**config.mk**
```make
export PLATFORM = sky130hd
export DESIGN_NAME = dct4_sau_sched
export DESIGN_NICKNAME = d
export VERILOG_FILES = /design/src/rtl/dct4_sau_sched.sv
export SDC_FILE = /design/constraint.sdc
export NUM_CORES = 1
export LEC_CHECK = 0
export ABC_AREA = 1
export CAP_MARGIN = 10
export CELL_PAD_IN_SITES_DETAIL_PLACEMENT = 1
export CELL_PAD_IN_SITES_GLOBAL_PLACEMENT = 2
export CORE_UTILIZATION = 30
export CTS_BUF_LIST = sky130_fd_sc_hd__clkbuf_4
export DETAILED_ROUTE_END_ITERATION = 8
export DONT_BUFFER_PORTS = 1
export PLACE_DENSITY = 0.72
export SYNTH_ARGS = -nofsm -noshare
export SYNTH_HDL_FRONTEND = slang
export SYNTH_SLANG_ARGS = --single-unit
```
**constraint.sdc**
```tcl
create_clock -name clk -period 8.17 [get_ports clk]
set_input_delay 1.634 -clock clk [delete_from_list [all_inputs] [get_ports clk]]
set_output_delay 1.634 -clock clk [all_outputs]
set_load 0.005 [all_outputs]
```
**src/rtl/dct4_sau_sched.sv**
```systemverilog
// 4-point DCT-II row sequencer; one shared 36x/83x shift-add unit serves both odd inputs, 3-cycle accept-to-valid.
// Holds outputs while out_ready is low and accepts back-to-back rows from DONE; DCT4_ROUND_SHIFT_EN adds rounding >>> SHIFT.
module dct4_sau_sched #(
  parameter int IN_W  = 12,
  parameter int SHIFT = 3
) (
  input  logic                   clk,
  input  logic                   rst_n,
  input  logic                   in_valid,
  output logic                   in_ready,
  input  logic signed [IN_W-1:0] x0,
  input  logic signed [IN_W-1:0] x1,
  input  logic signed [IN_W-1:0] x2,
  input  logic signed [IN_W-1:0] x3,
  output logic                   out_valid,
  input  logic                   out_ready,
  output logic signed [19:0]     y0,
  output logic signed [19:0]     y1,
  output logic signed [19:0]     y2,
  output logic signed [19:0]     y3,
  output logic                   busy
);

  if (IN_W < 2 || IN_W > 12 || SHIFT < 1 || SHIFT > 8) begin : g_bad_param
    $error("dct4_sau_sched: IN_W must be 2..12 and SHIFT 1..8");
  end

  typedef enum logic [1:0] {ST_IDLE, ST_MUL0, ST_MUL1, ST_DONE} state_t;

  typedef struct packed {
    logic [12:0] s0;
    logic [12:0] s1;
    logic [12:0] d0;
    logic [12:0] d1;
  } row_t;

  state_t             r_state;
  row_t               r_row;
  logic signed [19:0] r_p36, r_p83;
  logic signed [19:0] r_y0, r_y1, r_y2, r_y3;

  logic signed [12:0] w_x0e, w_x1e, w_x2e, w_x3e;
  row_t               w_row_in;
  logic               w_in_ready, w_accept;
  logic signed [12:0] w_sau_in;
  logic signed [19:0] w_sau_x, w_sau36, w_sau83;
  logic signed [13:0] w_esum, w_ediff;
  logic signed [19:0] w_y0_raw, w_y1_raw, w_y2_raw, w_y3_raw;
  logic signed [19:0] w_y0_nxt, w_y1_nxt, w_y2_nxt, w_y3_nxt;

  assign w_x0e = {{(13-IN_W){x0[IN_W-1]}}, x0};
  assign w_x1e = {{(13-IN_W){x1[IN_W-1]}}, x1};
  assign w_x2e = {{(13-IN_W){x2[IN_W-1]}}, x2};
  assign w_x3e = {{(13-IN_W){x3[IN_W-1]}}, x3};

  always_comb begin
    w_row_in    = '0;
    w_row_in.s0 = w_x0e + w_x3e;
    w_row_in.s1 = w_x1e + w_x2e;
    w_row_in.d0 = w_x0e - w_x3e;
    w_row_in.d1 = w_x1e - w_x2e;
  end

  assign w_in_ready = (r_state == ST_IDLE) | ((r_state == ST_DONE) & out_ready);
  assign w_accept   = in_valid & w_in_ready;

  always_comb begin
    w_sau_in = '0;
    case (r_state)
      ST_MUL0: w_sau_in = $signed(r_row.d0);
      ST_MUL1: w_sau_in = $signed(r_row.d1);
      default: w_sau_in = '0;
    endcase
  end

  // sau_2o_1: unregistered shift-add, 36x = 32x+4x, 83x = 64x+16x+2x+x
  assign w_sau_x = {{7{w_sau_in[12]}}, w_sau_in};
  assign w_sau36 = (w_sau_x <<< 5) + (w_sau_x <<< 2);
  assign w_sau83 = (w_sau_x <<< 6) + (w_sau_x <<< 4) + (w_sau_x <<< 1) + w_sau_x;

  assign w_esum   = $signed({r_row.s0[12], r_row.s0}) + $signed({r_row.s1[12], r_row.s1});
  assign w_ediff  = $signed({r_row.s0[12], r_row.s0}) - $signed({r_row.s1[12], r_row.s1});
  assign w_y0_raw = {w_esum, 6'b0};
  assign w_y2_raw = {w_ediff, 6'b0};
  assign w_y1_raw = r_p83 + w_sau36;
  assign w_y3_raw = r_p36 - w_sau83;

`ifdef DCT4_ROUND_SHIFT_EN
  // One extra bit keeps the half-LSB add from wrapping at the positive extreme.
  function automatic logic signed [19:0] f_round(input logic signed [19:0] v);
    logic signed [20:0] t;
    t = {v[19], v} + 21'(1 << (SHIFT - 1));
    return 20'(t >>> SHIFT);
  endfunction

  assign w_y0_nxt = f_round(w_y0_raw);
  assign w_y1_nxt = f_round(w_y1_raw);
  assign w_y2_nxt = f_round(w_y2_raw);
  assign w_y3_nxt = f_round(w_y3_raw);
`else
  assign w_y0_nxt = w_y0_raw;
  assign w_y1_nxt = w_y1_raw;
  assign w_y2_nxt = w_y2_raw;
  assign w_y3_nxt = w_y3_raw;
`endif

  always_ff @(posedge clk) begin
    if (!rst_n) begin
      r_state <= ST_IDLE;
      r_row   <= '0;
      r_p36   <= '0;
      r_p83   <= '0;
      r_y0    <= '0;
      r_y1    <= '0;
      r_y2    <= '0;
      r_y3    <= '0;
    end else begin
      case (r_state)
        ST_IDLE: begin
          if (w_accept) begin
            r_row   <= w_row_in;
            r_state <= ST_MUL0;
          end
        end
        ST_MUL0: begin
          r_p36   <= w_sau36;
          r_p83   <= w_sau83;
          r_state <= ST_MUL1;
        end
        ST_MUL1: begin
          r_y0    <= w_y0_nxt;
          r_y1    <= w_y1_nxt;
          r_y2    <= w_y2_nxt;
          r_y3    <= w_y3_nxt;
          r_state <= ST_DONE;
        end
        ST_DONE: begin
          if (w_accept) begin
            r_row   <= w_row_in;
            r_state <= ST_MUL0;
          end else if (out_ready) begin
            r_state <= ST_IDLE;
          end
        end
        default: r_state <= ST_IDLE;
      endcase
    end
  end

  assign in_ready  = w_in_ready;
  assign out_valid = (r_state == ST_DONE);
  assign busy      = (r_state != ST_IDLE);
  assign y0        = r_y0;
  assign y1        = r_y1;
  assign y2        = r_y2;
  assign y3        = r_y3;

endmodule

```
== After elaboration in Yosys (flattened, before gate mapping) ==
Index checks and enable logic that the tools add are counted.
Widths: inputs -> output; s select.

* Register bits after elaboration: 161
* Input port bits: 52
* Output and inout bits: 83
* Logic and storage cells: 41

* $add $sub $neg: 12
* Equal/unequal tests: 5
* Multiplexer cells: 5
* Bitwise operators: 3
* Reduce and logical (&&, ||, !) cells: 5

{| class="wikitable"
|+ Operators with widths
! kind !! count
|-
| $add 12x12->13 || 2
|-
| $pmux 13 s2 || 1
|-
| $sub 12x12->13 || 2
|-
| $add 19x17->20 || 1
|-
| $add 20x13->20 || 1
|-
| $add 20x14->20 || 1
|-
| $add 20x19->20 || 1
|-
| $sub 19x20->20 || 1
|-
| $add 18x15->19 || 1
|-
| $add 13x13->14 || 1
|-
| $sub 13x13->14 || 1
|-
| $pmux 2 s4 || 1
|-
| $mux 2 || 3
|-
| $eq 2x2->1 const B || 2
|-
| $reduce_and 2->1 || 2
|-
| $ne 3x1->1 const B || 1
|-
| $and 1x1->1 || 2
|-
| $eq 2x1->1 const B || 1
|-
| $logic_not 2->1 || 1
|-
| $ne 2x2->1 const B || 1
|-
| $reduce_bool 2->1 || 1
|-
| $reduce_or 2->1 || 1
|-
| $or 1x1->1 || 1
|}

== Longest topological paths before layout ==
* Depth in word-level cells: 6
* Mapped depth: 36
* Depth with buffers taken out: 36

== Least setup slack after synthesis ==
Ideal clock, no wire load.

* Kind: register to register
* From: reg r_state[0]
* To: reg r_y3[19] (netlist: y3[19])
* Library setup time: 0.109 ns
* Data arrival time: 4.926 ns
* Data required time: 8.061 ns
* Setup slack: 3.135 ns
* Cell stages (with the launch flop): 32
* Buffers on the path: 2
* Period minus slack after synthesis: 5.035 ns
* Path through: dfxtp_1 > inv_1 > ha_1 > inv_2 > clkbuf_1 > clkbuf_1 > o22ai_1 > nand2_1 > inv_1 > fa_1 > inv_1 > fa_1 > inv_1 > ha_1 > nand2_1 > inv_1 > a21oi_1 > nor2_1 > nor2_1 > nand2_1 > a21oi_1 > o21ai_0 > xor2_1 > ha_1 > inv_1 > o21bai_1 > nor2_1 > nand2_1 > nand2_1 > nand3_1 > nand2_1 > inv_1

* Longest elaborated chain between the ends: 6
* Elaborated cells on any way between the ends: 7
* Those cells by class: add/sub (4); eq/ne (2); mux (1)

{| class="wikitable"
|+ Ends and longest elaborated chain
! element !! RTL line !! text
|-
| start: declaration || 37 || <nowiki>state_t r_state;</nowiki>
|-
| start signal: assignment || 109 || <nowiki>r_state <= ST_IDLE;</nowiki>
|-
| start signal: assignment || 122 || <nowiki>r_state <= ST_MUL0;</nowiki>
|-
| start signal: assignment || 128 || <nowiki>r_state <= ST_MUL1;</nowiki>
|-
| $eq 2x2->1 or $eq 2x1->1 (tied branches) || 69, 118 ||
|-
| $pmux 13 s2 || 69 || <nowiki>case (r_state)</nowiki>
|-
| $add 19x17->20 || 79 || <nowiki>assign w_sau83 = (w_sau_x <<< 6) + (w_sau_x <<< 4) + (w_sau_x <<< 1) + w_sau_x;</nowiki>
|-
| $add 20x14->20 || 79 ||
|-
| $add 20x13->20 || 79 ||
|-
| $sub 19x20->20 || 86 || <nowiki>assign w_y3_raw = r_p36 - w_sau83;</nowiki>
|-
| end signal: assignment || 134 || <nowiki>r_y3 <= w_y3_nxt;</nowiki>
|-
| end: declaration || 40 || <nowiki>logic signed [19:0] r_y0, r_y1, r_y2, r_y3;</nowiki>
|}

Parallel ways exist; a longest one is shown, timed or not.
A chain may end at the register's enable or synchronous reset.

== Worst setup path in the final report ==
* From: reg r_state[1]
* To: reg r_y3[18] (netlist: y3[18])

Same word-level chain as after synthesis.

==> flow_summary.json <==
{
  "path_common_cell": "nand2_1",
  "fillers": 5624,
  "final_cell_mix": "inv_1 (349), nand2_1 (305), nor2_1 (207)",
  "path_class": "reg -> reg",
  "antenna_found_initial": 1,
  "hold_class": "reg -> reg",
  "min_period_ps": 6390,
  "globalRouteMet2Util": 0.363,
  "ys_warn_count": 0,
  "cts_sinks": 155,
  "dp_cells": 2498,
  "ir_worst_vdd_mv": 0.119,
  "holdBufCountCts": 0,
  "p_sw_mw": 2.41,
  "clkLatencyLatePin_ps": 630,
  "critPathRequiredTime_ps": 8690,
  "cts_tree": "yes",
  "dr_total_vias": 12200,
  "postCtsSetupRepairBufs": 0,
  "finalWeightedCongestion": 0.868,
  "setup_tns_ps": 0,
  "maxSlewViolCount": 0,
  "grt_max_degree": 94,
  "rows": 76,
  "critPathMaxFanout": 50,
  "grt.overflow.total": 0,
  "r2r-end": "y3[18]",
  "cts_repair_resize_count": 0,
  "crit_slowest_cell": "inv_2",
  "layout.nets": 2149,
  "gr-usage-all-layers": 0.208,
  "io_pins": 135,
  "clkSlewWorstSetupHoldPaths_ps": 140,
  "die_h_um": 211,
  "vias_per_cell": 4.81,
  "htreeDepth": 4,
  "grt_pass1_vias": 12700,
  "synth_seq_cells": 155,
  "drt_first_iter_violations": 545,
  "hold_start": "r_row[12]",
  "ff2ff_setup_slack_ps": 1780,
  "synth.avg_cell_area_sq_um": 6.63,
  "syn_inst": 1982,
  "drive_gt1_frac": 0.0350,
  "netlist_area_sq_um": 13100,
  "grt_use_met1": 0.256,
  "worstRegToRegCells": 34,
  "maxSlewHeadroom": 0.325,
  "grt_setup_unrepaired": "false",
  "grt_pass1_wl_mm": 71.1,
  "p_clk_frac": 0.121,
  "io_buffers": 0,
  "clockRootBuffer": "clkbuf_4",
  "cts_buffers": 17,
  "combPwrFrac": 0.594,
  "cp-end-kind": "flip-flop",
  "final_common_cell": "inv_1",
  "initial_utilization": 0.304,
  "holdPathStages": 2,
  "wl_per_cell_um": 17.9,
  "placed_cell_area_sq_um": 13600,
  "yosysSeqAreaShare": 0.236,
  "syn2layout_area_growth_pct": 5.88,
  "drv_cap": 0,
  "slowest_delay_ps": 630,
  "finalPower_mw": 4.62,
  "clock.fmax_mhz": 156,
  "worstHoldEndpoint": "r_row[12]",
  "arrival_ps": 6910,
  "intPower_mw": 2.21,
  "outcome": "completed",
  "worst_slew_pin_slew_ps": 1010,
  "met3_usage": 0.0413,
  "synth_cell_types": 44,
  "p_seq_frac": 0.285,
  "clk_path_buf_depth": 2,
  "dpl.hpwl_mm": 37.0,
  "final_cell_area_sq_um": 13900,
  "fin_cells": 2530,
  "cp-start-kind": "flip-flop",
  "drtAntennaViolNets": 0,
  "final-hold-violation-count": 0,
  "setup_viol": 0,
  "switching_share": 0.522,
  "coreArea_sq_um": 43200,
  "busiest_layer": "met2",
  "clock_skew_ps": 25.2,
  "die_area_sq_um": 44600,
  "drt_pass1_iterations": 4,
  "post-route-drc-count": 0,
  "power.density_nw_per_um2": 332,
  "post-route-period-util": 0.782,
  "cellLeakagePower_nw": 7.51,
  "rr_startpoint": "r_state[1]",
  "fp.dieW_um": 211,
  "wirelength_mm": 45.4
}
==> worst max-delay path, delay by kind of cell, from the launching register on <==
family	cells	cell delay (ps)
buffers and inverters	8	1430
adder cells (fa/ha/maj)	5	1730
AO/OA/AOI/OAI	2	490
flip-flops	1	430
AND/OR/NAND/NOR	17	1840
XOR/XNOR	2	350
==> per-stage QoR <==
stage          hold slack (ps)  utilization  worst slack, ps
6_report                   480        0.322             1780
5_1_grt                    506        0.322             1190
4_1_cts                    486        0.322             1740
3_5_place_dp               468        0.315             1770
3_3_place_gp               458        0.315             2000
2_1_floorplan              445            -             3130
==> Yosys cell counts <==
library cell  count  area share
inv_1           349        0.10
nand2_1         305       0.087
nor2_1          208       0.059
a21oi_1         187       0.071
dfxtp_1         155        0.24
o21ai_0         153       0.058
ha_1            145        0.14
nand3_1          96       0.037
xor2_1           78       0.052
clkbuf_1         58       0.017
o211ai_1         29       0.017
o21ai_1          23      0.0088
fa_1             20       0.030
nor3_1           20      0.0076
nand4_1          16      0.0076
o21bai_1         16      0.0091
inv_2            15      0.0043
buf_4            13      0.0074
o22ai_1          10      0.0048
xnor2_1           9      0.0060
buf_1             8      0.0023
buf_2             7      0.0027
o31ai_1           7      0.0040
a211oi_1          6      0.0034
a31oi_1           6      0.0029
a21o_1            5      0.0029
nand2_2           5      0.0024
o2111ai_1         4      0.0027
o221ai_1          4      0.0027
a31o_2            3      0.0020
nor2_2            3      0.0014
a2111o_1          2      0.0017
a22o_1            2      0.0013
and2_1            2     0.00095
nand3b_1          2      0.0011
nor4_1            2     0.00095
or2_2             2     0.00095
a21boi_0          1     0.00057
a221oi_1          1     0.00067
conb_1            1     0.00029
o21a_1            1     0.00057
o21bai_2          1     0.00086
o22ai_2           1     0.00095
o22ai_4           1      0.0015
==> metal layers <==
layer / share of wire / wire length (um)
met1: 0.46 / 21000
met2: 0.48 / 22000
met3: 0.032 / 1470
met4: 0.021 / 959
met5: 0 / 0
==> worst max path at each step <==
| stage | startpoint | end | depth (start not counted) | slack (ps) |
|---|---|---|---|---|
| final | r_state[1] | y3[18] | 34 | 1780 |
| after global routing | r_state[1] | y3[18] | 34 | 1190 |
| after CTS | r_state[1] | y3[18] | 34 | 1740 |
| after detailed placement | r_state[1] | y3[18] | 34 | 1770 |
| after global placement | r_state[1] | y3[16] | 34 | 2000 |
| after floorplan | r_state[0] | y3[19] | 31 | 3130 |
==> power groups by stage <==
stage / combinational [mW] / sequential (mW) / clock, mW
floorplan: 2.01 / 1.22 / 0
global placement: 2.75 / 1.34 / 0
CTS: 2.80 / 1.33 / 0.586
finish: 2.75 / 1.32 / 0.559
detailed placement: 2.78 / 1.35 / 0
global route: 3.13 / 1.36 / 0.618
==> sequential cells by signal (all words and copies together), names as in the netlist <==
| signal | flops |
|---|---|
| r_p36 | 16 |
| r_p83 | 20 |
| r_row | 50 |
| y0 | 13 |
| y3 | 20 |
| y2 | 14 |
| y1 | 20 |
| r_state | 2 |
==> cells by family after synthesis <==
logic type	count (synthesis)	share of synthesized area
simple gates	661	0.206
xor+xnor	87	0.0580
flops	155	0.236
fa+ha+maj	165	0.169
buf+inv	450	0.133
other cells	1	0.000286
compound gates	463	0.198
==> layout make-up <==
cell class                      count  area, sq um  share of cell area
Tap cell                          585          732              0.0526
Inverter                          364         1370              0.0983
Timing Repair Buffer                6         45.0             0.00324
Antenna cell                        1         2.50            0.000180
Clock buffer                       19          143              0.0103
Multi-Input combinational cell   1388         8340               0.600
Sequential cell                   155         3100               0.223
Clock inverter                     12          174              0.0125
Power figures use the tool's default switching activity.
